### config.mk
export PLATFORM = sky130hd
export DESIGN_NAME = hazard_scoreboard
export DESIGN_NICKNAME = d
export VERILOG_FILES = /design/src/rtl/hz_pkg.sv /design/src/rtl/hz_md_counter.sv /design/src/rtl/hazard_scoreboard.sv
export SDC_FILE = /design/constraint.sdc
export NUM_CORES = 1
export LEC_CHECK = 0
export BUFFER_PORTS_ARGS = -buffer_cell sky130_fd_sc_hd__buf_2
export CAP_MARGIN = 20
export CORE_UTILIZATION = 48
export DETAILED_ROUTE_END_ITERATION = 10
export GPL_TIMING_DRIVEN = 0
export PLACE_DENSITY = 0.75
export RECOVER_POWER = 100
export SYNTH_ARGS = -nofsm -noshare
export SYNTH_HDL_FRONTEND = slang
export SYNTH_SLANG_ARGS = --single-unit
export TNS_END_PERCENT = 5
### constraint.sdc
create_clock -name clk -period 1.4 [get_ports clk]
set_clock_uncertainty 0.2 [all_clocks]
set_input_delay 0.07 -clock clk [delete_from_list [all_inputs] [get_ports clk]]
set_output_delay 0.07 -clock clk [all_outputs]
set_load 0.02 [all_outputs]
### src/rtl/hz_pkg.sv
`default_nettype none
// +----------------------------------------------------------------------------+
// | Package    : hz_pkg                                                        |
// | Purpose    : Shared types and constants for the hazard scoreboard:         |
// |              default Tuse/Tnew width, standard Tuse/Tnew encodings,        |
// |              scoreboard slot record and a small elaboration helper.        |
// | Revision   : 1.0  initial release                                          |
// +----------------------------------------------------------------------------+
package hz_pkg;

   localparam int TNEW_W_DEF = 3;

   // Cycles until the D-stage instruction needs an operand.
   localparam logic [TNEW_W_DEF-1:0] TUSE_BR   = 3'd0;
   localparam logic [TNEW_W_DEF-1:0] TUSE_ALU  = 3'd1;
   localparam logic [TNEW_W_DEF-1:0] TUSE_ST   = 3'd2;
   localparam logic [TNEW_W_DEF-1:0] TUSE_NONE = 3'd7;

   // Cycles after entering E until the result is forwardable.
   localparam logic [TNEW_W_DEF-1:0] TNEW_ALU  = 3'd1;
   localparam logic [TNEW_W_DEF-1:0] TNEW_LD   = 3'd2;

   typedef struct packed {
      logic                  valid;
      logic [4:0]            dst;
      logic [TNEW_W_DEF-1:0] tnew;
   } sb_slot_t;

   function automatic int max_int(input int a, input int b);
      return (a > b) ? a : b;
   endfunction

endpackage
`default_nettype wire

### src/rtl/hz_md_counter.sv
`default_nettype none
// +----------------------------------------------------------------------------+
// | Module     : hz_md_counter                                                 |
// | Purpose    : Busy counter for the multi-cycle mult/div unit. Loaded when   |
// |              a mult/div leaves D, counts down to zero; HI/LO users in D    |
// |              are held while it is nonzero.                                 |
// | Ports      : clk, reset       clock / synchronous active-high reset        |
// |              md_start         D holds mult/multu/div/divu                  |
// |              md_div           with md_start: 1=div, 0=mult                 |
// |              md_use           D touches HI/LO or starts the unit           |
// |              hz_stall         register-hazard stall from the scoreboard    |
// |              md_busy          counter nonzero                              |
// |              md_stall         D must stall because of the md unit          |
// | Revision   : 1.0  initial release                                          |
// +----------------------------------------------------------------------------+
module hz_md_counter
   import hz_pkg::*;
#(
   parameter int MULT_CYC = 5,
   parameter int DIV_CYC  = 10
) (
   input  logic clk,
   input  logic reset,
   input  logic md_start,
   input  logic md_div,
   input  logic md_use,
   input  logic hz_stall,
   output logic md_busy,
   output logic md_stall
);

   localparam int CNT_MAX = max_int(MULT_CYC, DIV_CYC);
   localparam int CNT_W   = $clog2(CNT_MAX + 1);

   logic [CNT_W-1:0] r_cnt;
   logic             w_load;

   assign md_busy  = (r_cnt != '0);
   assign md_stall = md_use & md_busy;
   // A start only loads when the instruction actually moves into E.
   assign w_load   = md_start & ~hz_stall & ~md_stall;

   always_ff @(posedge clk) begin
      if (reset) begin
         r_cnt <= '0;
      end else if (w_load) begin
         r_cnt <= md_div ? CNT_W'(DIV_CYC) : CNT_W'(MULT_CYC);
      end else if (r_cnt != '0) begin
         r_cnt <= r_cnt - CNT_W'(1);
      end
   end

endmodule
`default_nettype wire

### src/rtl/hazard_scoreboard.sv
`default_nettype none
// +----------------------------------------------------------------------------+
// | Module     : hazard_scoreboard                                             |
// | Purpose    : Stall / forward-select unit for the MIPS pipeline. A shift-   |
// |              register scoreboard records in-flight writes (dst, Tnew) for  |
// |              stages E..E+NSTAGE-1; D-stage operands are compared against   |
// |              it to produce a stall and a forwarding source per operand.    |
// | Config     : HZ_MD_TRACK_EN  enables mult/div busy tracking (md_busy and   |
// |              HI/LO stall). Undefined: md_busy=0 and d_md_* are ignored.    |
// | Ports      : clk, reset             clock / synchronous active-high reset  |
// |              d_rs, d_rt             D source registers                     |
// |              d_tuse_rs, d_tuse_rt   cycles until D needs each source       |
// |              d_wa, d_tnew           D destination and its Tnew             |
// |              d_md_start/div/use     mult/div information for D             |
// |              stall                  freeze F/D, bubble into E              |
// |              fwd_rs_sel, fwd_rt_sel youngest matching slot (0 = regfile)   |
// |              md_busy                mult/div unit counting                 |
// | Revision   : 1.0  initial release                                          |
// +----------------------------------------------------------------------------+
module hazard_scoreboard
   import hz_pkg::*;
#(
   parameter  int NSTAGE   = 3,
   parameter  int TNEW_W   = TNEW_W_DEF,
   parameter  int MULT_CYC = 5,
   parameter  int DIV_CYC  = 10,
   localparam int SW       = $clog2(NSTAGE + 1)
) (
   input  logic              clk,
   input  logic              reset,
   input  logic [4:0]        d_rs,
   input  logic [4:0]        d_rt,
   input  logic [TNEW_W-1:0] d_tuse_rs,
   input  logic [TNEW_W-1:0] d_tuse_rt,
   input  logic [4:0]        d_wa,
   input  logic [TNEW_W-1:0] d_tnew,
   input  logic              d_md_start,
   input  logic              d_md_div,
   input  logic              d_md_use,
   output logic              stall,
   output logic [SW-1:0]     fwd_rs_sel,
   output logic [SW-1:0]     fwd_rt_sel,
   output logic              md_busy
);

   // Slot k corresponds to pipeline stage D+k (1=E, 2=M, 3=W).
   logic [NSTAGE:1]   r_valid;
   logic [4:0]        r_dst  [1:NSTAGE];
   logic [TNEW_W-1:0] r_tnew [1:NSTAGE];

   logic          w_haz_rs;
   logic          w_haz_rt;
   logic          w_md_stall;
   logic [SW-1:0] w_fwd_rs;
   logic [SW-1:0] w_fwd_rt;

   // Walk from the oldest slot to the youngest so the youngest match is the
   // one left in the select; hazards are flagged on any matching slot.
   always_comb begin
      w_haz_rs = 1'b0;
      w_haz_rt = 1'b0;
      w_fwd_rs = '0;
      w_fwd_rt = '0;
      for (int k = NSTAGE; k >= 1; k--) begin
         if (r_valid[k] && (r_dst[k] == d_rs) && (d_rs != 5'd0)) begin
            w_fwd_rs = SW'(k);
            if (d_tuse_rs < r_tnew[k]) w_haz_rs = 1'b1;
         end
         if (r_valid[k] && (r_dst[k] == d_rt) && (d_rt != 5'd0)) begin
            w_fwd_rt = SW'(k);
            if (d_tuse_rt < r_tnew[k]) w_haz_rt = 1'b1;
         end
      end
   end

`ifdef HZ_MD_TRACK_EN
   hz_md_counter #(
      .MULT_CYC (MULT_CYC),
      .DIV_CYC  (DIV_CYC)
   ) u_md_counter (
      .clk      (clk),
      .reset    (reset),
      .md_start (d_md_start),
      .md_div   (d_md_div),
      .md_use   (d_md_use),
      .hz_stall (w_haz_rs | w_haz_rt),
      .md_busy  (md_busy),
      .md_stall (w_md_stall)
   );
`else
   logic unused_md;
   assign unused_md  = ^{d_md_start, d_md_div, d_md_use};
   assign md_busy    = 1'b0;
   assign w_md_stall = 1'b0;
`endif

   assign stall      = w_haz_rs | w_haz_rt | w_md_stall;
   assign fwd_rs_sel = w_fwd_rs;
   assign fwd_rt_sel = w_fwd_rt;

   // The scoreboard shifts every cycle, stall or not: a stalled D inserts a
   // bubble into slot 1 while older entries keep draining.
   always_ff @(posedge clk) begin
      if (reset) begin
         r_valid <= '0;
         for (int k = 1; k <= NSTAGE; k++) begin
            r_dst[k]  <= '0;
            r_tnew[k] <= '0;
         end
      end else begin
         r_valid[1] <= ~stall & (d_wa != 5'd0);
         r_dst[1]   <= d_wa;
         r_tnew[1]  <= d_tnew;
         for (int k = 2; k <= NSTAGE; k++) begin
            r_valid[k] <= r_valid[k-1];
            r_dst[k]   <= r_dst[k-1];
            r_tnew[k]  <= (r_tnew[k-1] != '0) ? (r_tnew[k-1] - TNEW_W'(1)) : '0;
         end
      end
   end

endmodule
`default_nettype wire

==> metrics list, run 1 <==
- GRT Util Overall: between 20% and 30%
* Post-synthesis cell type count: 23
- In the synthesized netlist the dominant register cell turns out to be sky130_fd_sc_hd__dfxtp_1.
- Broken down by cell family, the worst path's largest delay share belongs to compound AO/OA/AOI/OAI gates.
- Total Nets Final: 261
- GR Util met3: 2.418%
* Largest net degree at the start of global routing: 15
- Number of fillers in the final layout: 263
- Critical path fanouts, max: 2
* Number of cells on the worst reg-to-reg path: 7
* Via count: 1312
* Number of antenna violations at the first check in global routing: 0
* Overflow after GRT: 0
- For this run, asynchronously set or reset flops after synthesis account for 0%.
- In this run, the number of DRC markers left after iteration 0 of detailed routing was 28.
* Leading cell type in the layout, fill and taps excluded: sky130_fd_sc_hd__xnor2_1
- RSZ-0062 raised after global routing: true
- The count of nets left with antenna violations once routing finished came out at 0.
* Minimum setup slack among reg-to-reg paths: -0.26 ns
- Number of synthesized register bits: 27
- Lkg Pwr: 0.0008185 uW
- Worst setup SP type: register
- Power spread over the standard cell area amounts to ~760 nW/um^2.
- On the critical path, the stage with the largest delay is an instance of sky130_fd_sc_hd__dfxtp_1.
- WS Path Type: register to output port
- Counting flops with a built-in enable in the synthesized netlist gives 0.
- At the worst endpoint, the required time is 1.13 ns.
- CTS built an H-tree with a depth of 1.
- Share of the clock period used by the worst path after layout: 137.6%
- The number of antenna diodes in the final layout is 0.
* Max-cap violation count: 0
- Setup slack after layout: -0.5258 ns
- Synthesis Warnings: 0
* Buffers and inverters on the worst path: 2
* Number of buffers between clock root and the deepest sink: 2
* Die width: about 59 um
* Met1 Use GR: 28.18%
* Final setup violation count: 9
- The signal on the critical path passes through inv_1, ha_1, a21o_1, a21oi_1, a22oi_2, nand3_2, buf_6.
* Summed negative setup slack over all endpoints: -2.960 ns
* Reg2reg end: r_valid[1]
- In this run the clock root is driven by a sky130_fd_sc_hd__clkbuf_4.
* Overall die area: 3458 sq um
* Post-route design area: 2085 sq um
* Most frequent cells in the layout: 27 x sky130_fd_sc_hd__xnor2_1, 26 x sky130_fd_sc_hd__buf_2, 20 x sky130_fd_sc_hd__nor2b_1, 16 x sky130_fd_sc_hd__ha_1, 15 x sky130_fd_sc_hd__dfxtp_2
- Hold Path Class: input port to register
- The total count of hold-check failures in the final report was 0.
* Most used routing layer: met2
- Result of the run: complete, but fails checks
* Synth Instances: 167
* RR Startpoint: r_tnew[0][7]
- TritonCTS built the clock tree.
- In this run the mean area of a mapped cell was 9.275 sq um.
* Source-to-sink clock delay at the later pin of the worst-skew pair: ~0.32 ns
* Number of global-route vias before repair: around 1300
- Shortest period the worst path allows: about 1.9 ns
- Post-detailed-route DRC marker count: 0
- For this run, the top clock speed supported by timing is 519.3 MHz.
- Crit. Startpoint: r_tnew[0][10]
- Die height: a little under 60 um
* Worst slack on hold paths: about 0.22 ns
* Failing checks: negative setup slack
- Crit path largest cell delay: 0.35 ns
- Number of detailed-route iterations in the first pass: 4
- The congestion estimate from routability-driven global placement came to 0.9275.
* Count of input and output buffers: 30
- In this run the count of I/O pins placed on the die edge is 35.
- # clock sinks: 27
- Synthesized Nets: 212
* Seq/Total Area, Yosys: 34.89%
- Post-detailed-placement cell area: 1803 sq um
- For this block, the routed nets add up to 3.486 mm of wire.
* Share of the core filled with cells in the final layout: 68.28%
- Area of the mapped netlist: 1549 sq um
- The critical path crosses 7 cells after its start point.
* Count of final max-slew check failures: 0
- Clock-pin slew was measured on the worst setup and hold paths at 0.13 ns.
- Met2 usage: 38.31%
* Layout Area Growth over Synthesis: 34.57%
* Critical path destination: stall
* HPWL after detailed placement: 2.780 mm
* Fraction of final layout cells sized beyond drive strength 1: a little over a third
- Mean number of vias per cell: 5.066
* CP Capture Type: output port
- Data arrival time of the worst path: 1.66 ns
- In this run, CTS created clock tree buffers numbering 3.
- In the final routed layout, each cell accounts on average for 13.46 um.
- The floorplan step defined a core boundary enclosing 3053 sq um.
- The floorplan has 20 rows.
- Along the worst hold path, the cell count comes to 5.
* IR drop worst, VDD: 0.5835 mV
- Once the floorplan was initialized, standard cells occupied 50.74% of the core.
- The first global-routing pass estimated 5.651 mm of wire.
[routing by layer]
layer / part of all wire, % / vias up
met5: 0 / -
met4: 1.6 / 0
met3: 3.0 / 6
met2: 50 / 30
met1: 46 / 619
li1: - / 657
[worst min-delay path by stage]
stage,startpoint,to,slack [ns]
after CTS,d_wa[4],r_valid[1],0.20
after detailed placement,d_tnew[0],r_tnew[0][3],0.09
after floorplan,reset,r_dst[0][19],-0.06
after global placement,d_tnew[1],r_tnew[0][4],0.08
after global routing,d_wa[4],r_valid[1],0.23
final,d_wa[4],r_valid[1],0.22
[synthesized netlist by cell type, drive strengths merged (2+ instances only)]
| master | count | area (sq um) |
|---|---|---|
| dfxtp | 27 | 540.5 |
| clkbuf | 2 | 7.510 |
| xnor2 | 30 | 262.8 |
| or4 | 3 | 22.52 |
| ha | 16 | 200.2 |
| nor2b | 20 | 125.1 |
| a21oi | 6 | 30.03 |
| nor2 | 6 | 27.52 |
| nand2 | 6 | 22.52 |
| nor3 | 12 | 70.07 |
| o21bai | 3 | 22.52 |
| a22oi | 3 | 22.52 |
| inv | 10 | 37.54 |
| a21o | 6 | 45.04 |
| nand4 | 6 | 37.54 |
| nand2b | 6 | 37.54 |
[timing repair]
action                                  4_1_cts  5_1_grt
pin swaps                                     5        8
hold buffers                                 12        0
resized for setup                            21       19
endpoints found under the setup margin        7       10
setup buffers                                 0        2
hold endpoints to repair                     11        0
[report_power, final]
| group | leakage (uW) | internal [uW] | total [uW] | switching (uW) |
|---|---|---|---|---|
| registers | 0.000229 | 814 | 851 | 36.7 |
| logic | 0.000575 | 213 | 410 | 197 |
| clock network | 0.0000150 | 111 | 327 | 216 |
[registers in the layout (all words and copies together), names as in the netlist]
signal	count
r_dst	15
r_tnew	9
r_valid	3
[stage by stage]
| stage | worst slack [ns] | std cells | total power [uW] |
|---|---|---|---|
| global placement | -0.3683 | 241 | 1184 |
| CTS | -0.5444 | 257 | 1574 |
| floorplan | -0.06928 | 167 | 1080 |
| finish | -0.5258 | 259 | 1588 |
| global route | -0.5723 | 259 | 1677 |
| detailed placement | -0.3938 | 241 | 1206 |
[kinds of logic (layout without fill, tap and decap cells)]
logic type / Yosys count / after routing / share of synthesized area [%]
XOR/XNOR: 30 / 30 / 16.96
adder cells (fa/ha/maj): 16 / 16 / 12.92
flip-flops: 27 / 27 / 34.90
AND/OR/NAND/NOR: 61 / 61 / 22.86
other: 1 / 1 / 0.2421
buffers and inverters: 13 / 61 / 3.393
AO/OA/AOI/OAI: 19 / 19 / 8.723
[worst min-delay path: stages]
cell and delay, ns:
sky130_fd_sc_hd__buf_2 0.08, sky130_fd_sc_hd__or4_1 0.09, sky130_fd_sc_hd__o21bai_1 0.10, sky130_fd_sc_hd__a221oi_2 0.18, sky130_fd_sc_hd__and3_1 0.18
[area by class of cell]
| type | count | area [sq um] | share of cell area [%] |
|---|---|---|---|
| multi-input cells | 127 | 1091 | 52.34 |
| flip-flops and latches | 27 | 563.0 | 27.01 |
| repair buffers | 44 | 295.3 | 14.17 |
| well taps | 44 | 55.05 | 2.641 |
| inverters | 10 | 37.54 | 1.801 |
| clock buffers | 4 | 26.28 | 1.261 |
| plain buffers | 3 | 16.27 | 0.7803 |
(Power assumes the default switching activity.)
==> run 2: changes to the inputs <==
--- a/config.mk
+++ b/config.mk
@@ -6,10 +6,13 @@
 export NUM_CORES = 1
 export LEC_CHECK = 0
+export ABC_AREA = 1
 export BUFFER_PORTS_ARGS = -buffer_cell sky130_fd_sc_hd__buf_2
 export CAP_MARGIN = 20
-export CORE_UTILIZATION = 48
+export CELL_PAD_IN_SITES_DETAIL_PLACEMENT = 1
+export CELL_PAD_IN_SITES_GLOBAL_PLACEMENT = 1
+export CORE_UTILIZATION = 35
 export DETAILED_ROUTE_END_ITERATION = 10
 export GPL_TIMING_DRIVEN = 0
-export PLACE_DENSITY = 0.75
+export PLACE_DENSITY_LB_ADDON = 0.1
 export RECOVER_POWER = 100
 export SYNTH_ARGS = -nofsm -noshare
==> constraint.sdc (replaced) <==
create_clock -name clk -period 1.4 [get_ports clk]
set_clock_uncertainty 0.2 [all_clocks]
set_input_delay 0.28 -clock clk [delete_from_list [all_inputs] [get_ports clk]]
set_output_delay 0.28 -clock clk [all_outputs]
set_load 0.02 [all_outputs]
==> run 2 against run 1 <==
Net effect: the run still ends with negative setup slack left; clock power rose by 41%; first-iteration DRC count rose by 14%; critical path depth rose by 2; routed wire length rose by 32%; largest power group unchanged.
==> metrics list, run 2 <==
- The flow ran to the end, but the final reports show violations.
* Failing checks: negative setup slack
* RR Startpoint: r_tnew[0][7]
- The setup slack after layout came to -0.6989 ns (-0.1731 ns).
* Biggest area contributors in the synthesized netlist: sky130_fd_sc_hd__dfxtp_1 30%, sky130_fd_sc_hd__nand2_1 15%, sky130_fd_sc_hd__ha_1 11%
- Top Family by Delay on Critical Path: simple AND/OR/NAND/NOR gates
* Number of cells on the worst reg-to-reg path: 10 (+3)
* Area of the mapped netlist: 1789 sq um (+16%)
- Post-detailed-placement cell area: 2066 sq um (+15%)
* Layout Area Growth over Synthesis: 26.71%
* Worst Hold Path Cells: 3 (-2)
* Minimum setup slack among reg-to-reg paths: -0.26 ns (about the same)
* CP Capture Type: output port
- Die width: 73.50 um (+25%)
- The count of distinct cell types in the synthesized netlist is 27 (+17%).
* Synth area leader: sky130_fd_sc_hd__dfxtp_1
- The min-delay analysis places its worst path in the category input port to register.
* Logic pwr share: 25.8% (about the same)
- The via count of the first global-routing pass is 1678 (+33%).
- Post-detailed-route DRC marker count: 0 (unchanged)
- Cell with the most instances on the worst path: sky130_fd_sc_hd__nand2_2
- Start point of the worst min-delay path: d_wa[4]
- The number of storage elements in the synthesis netlist came to 27 (unchanged).
* Reg2reg end: r_valid[1]
- Die height: 73.50 um (+25%)
- In the synthesized netlist, the cells that appear most often are 73 x sky130_fd_sc_hd__nand2_1, 36 x sky130_fd_sc_hd__nor2_1, 35 x sky130_fd_sc_hd__inv_1, 27 x sky130_fd_sc_hd__dfxtp_1, 16 x sky130_fd_sc_hd__ha_1.
* Worst-path clk slew: 0.10 ns (-0.03 ns)
- The number of max-slew violations in the final report came to 0 (unchanged).
- The total number of vias was 1689 (+29%).
- Inserted Clock Buffers: 3 (unchanged)
- Seq/Total Area, Yosys: 30.21% (-4.7 points)
- The number of enable flip-flop cells after synthesis was 0 (unchanged).
- The floorplan row count is 25 (+25%).
- Final total power: 1756 uW (+11%)
* Count of routing violations after the opening detailed-route iteration: 32 (+14%)
- The maximum number of pins on one net before global-route repair is 16 (+1).
- Fin. Hold Viols: 0 (unchanged)
- The share of the synthesized area in the top cell type was 30.21% (-4.7 points).
- The total congestion overflow was 0 (unchanged).
* Final antenna-violating net count: 0 (unchanged)
* Global placement routability congestion: 0.7667 (-17%)
- The CTS H-tree depth was 1 (unchanged).
* Final setup violation count: 6 (-3)
- Max-cap violation count: 0 (unchanged)
* Antenna diodes: 0 (unchanged)
* Net switching power figure: 550.0 uW (+22%)
- More flip-flops sit in one register than any other, and that register is r_dst.
- GRT Util Overall: 18.88% (-3.2 points)
- The post-detailed-routing wire length came to 4.609 mm (+32%).
- The TritonCTS sink count came to 27 (unchanged).
- The path with the worst hold slack has its endpoint at r_dst[0][9].
- On the critical path, the stage with the largest delay is an instance of sky130_fd_sc_hd__dfxtp_2.
- The fraction of registers with async set or reset after synthesis is 0% (unchanged).
- The total power per unit cell area is 774.4 nW/um^2 (+1.6%).
* Lkg Pwr: 0.001069 uW (+31%)
- The worst-skew pair later-pin latency came to 0.28 ns (-0.04 ns).
- Synth Instances: 269 (+61%)
* Synthesized Nets: 314 (+48%)
- IR drop worst, VDD: 0.3895 mV (-33%)
- The via density per instance is 4.504 (-11%).
- Leading cell type in the layout, fill and taps excluded: sky130_fd_sc_hd__nand2_1
* Initial core utilization: 37.14% (-14 points)
- Largest register FFs: 15 (unchanged)
- Critical path, cell by cell: inv_2, ha_1, nand2_2, o21a_1, nand3_2, nand2_2, nor2_4, nand2_4, buf_6
* Clk network pwr share: 26.2% (+5.6 points)
- The portion of total power attributed to sequential cells was 48.0% (-5.6 points).
- Share of the clock period used by the worst path after layout: 149.9% (+12 points)
- The count of input and output buffers came to 30 (unchanged).
- Cell internal pwr: 1206 uW (+5.9%)
- The wire length of the first global-routing pass came to 7.659 mm (+36%).
- Buffers and inverters on the worst path: 2 (unchanged)
* Crit path largest cell delay: 0.33 ns (-0.02 ns)
- The achievable clock frequency was 476.5 MHz (-8.2%).
* Biggest regs: r_dst x15, r_tnew x9, r_valid x3
* Worst setup SP type: register
- In this run the tightest slew margin relative to its limit is 61.86%.
- Setup repair after global routing could not meet its margin everywhere.
- Average detailed-routed wire length per instance: 12.29 um (-8.7%)
* Number of detailed-route iterations in the first pass: 4 (unchanged)
- Post-route design area: 2267 sq um (+8.8%)
- The shortest period the worst path allows came to 2.099 ns (+0.1731 ns).
- The critical path data arrival time was 1.62 ns (-0.04 ns).
- The critical path is of the register to output port type.
- The count of boundary I/O pins came to 35 (unchanged).
- The core footprint is 4817 sq um (+58%).
* Number of buffers between clock root and the deepest sink: 2 (unchanged)
- For this run, the leading register cell type out of synthesis is sky130_fd_sc_hd__dfxtp_1.
- Leaving out fill and tap cells, the most frequent cells in the layout are 70 x sky130_fd_sc_hd__nand2_1, 33 x sky130_fd_sc_hd__nor2_1, 30 x sky130_fd_sc_hd__inv_1, 26 x sky130_fd_sc_hd__buf_2, 16 x sky130_fd_sc_hd__dfxtp_1.
* Total Nets Final: 354 (+36%)
- Slew at the pin with the worst max-slew slack: roughly 0.57 ns
- Fraction of final layout cells sized beyond drive strength 1: 32.79% (-3.5 points)
- The switching portion of total power was 31.33% (+3.0 points).
- TritonCTS clock tree: done
- Critical path fanouts, max: 3 (+1)
- The HPWL after detailed placement is 3.856 mm (+39%).
- Synthesis Warnings: 0 (unchanged)
* Data required time at the worst endpoint: 0.92 ns (-0.21 ns)
- Mean instance size in the synthesized netlist: 6.651 sq um (-28%)
- The total die area was 5402 sq um (+56%).
* Number of antenna violations at the first check in global routing: 0 (unchanged)
* Buffer type at the clock tree root: sky130_fd_sc_hd__clkbuf_8
- Cell with the most instances after synthesis: sky130_fd_sc_hd__nand2_1
[run 2: layout make-up]
type / instances / area, sq um
plain buffers: 3 / 15.01
repair buffers: 35 / 205.2
well taps: 67 / 83.83
clock inverters: 1 / 5.005
clock buffers: 3 / 41.29
multi-input cells: 189 / 1170
inverters: 50 / 192.7
flip-flops and latches: 27 / 554.3
fillers: 646 / 2550
[run 2: timing repair]
action / in CTS / in global routing
buffers inserted: 2 / 0
resized for setup: 23 / 13
endpoints found under the hold margin: 3 / 0
hold buffers: 3 / 0
pin swaps: 8 / 5
cloned: 0 / 0
endpoints found under the setup margin: 9 / 12
[run 2: worst max-delay path by stage]
stage / start / depth (start not counted) / end
after floorplan: r_tnew[0][11] / 9 / stall
after CTS: r_tnew[0][5] / 9 / stall
after detailed placement: d_rs[0] / 9 / stall
after global routing: r_tnew[0][7] / 9 / stall
after global placement: d_tuse_rs[2] / 10 / stall
final: r_tnew[0][7] / 9 / stall
[run 2: worst reg2reg max path, delay by kind of cell, from the launching register on]
family                   cells  cell delay (ns)
AND/OR/NAND/NOR              6             0.46
flip-flops                   1             0.33
adder cells (fa/ha/maj)      1             0.28
buffers and inverters        2             0.18
AO/OA/AOI/OAI                1             0.17
[run 2: logic make-up after synthesis]
family	Yosys count	synth area share, %
buffers and inverters	53	11.33
adder cells (fa/ha/maj)	16	11.19
AO/OA/AOI/OAI	20	6.643
XOR/XNOR	8	3.916
other	1	0.2096
AND/OR/NAND/NOR	144	36.50
flip-flops	27	30.21
[run 2: stage by stage]
step	worst slack, ns	std cells	TNS (ns)	util, %	hold WS, ns
2_1_floorplan	-0.2162	269	-0.7482	-	0.1870
3_3_place_gp	-0.5585	366	-2.388	42.88	0.2293
3_5_place_dp	-0.5660	366	-2.523	42.88	0.2291
4_1_cts	-0.7160	375	-3.240	46.47	0.007696
5_1_grt	-0.7684	375	-3.823	47.06	0.01823
6_report	-0.6989	375	-3.076	47.06	0.007866
[run 2: power groups by stage]
stage	clock (uW)	sequential, uW	combinational, uW
final	460	843	453
after global routing	508	848	517
after CTS	474	841	452
after detailed placement	0	855	413
after global placement	0	854	400
after floorplan	0	847	277
[run 2: metal layers]
layer	share of wire [%]	up-vias	track usage [%]
met4	0.95	0	4.487
met3	1.8	5	2.058
met2	45	23	32.42
met5	0	-	0
met1	52	762	25.23
li1	-	899	-
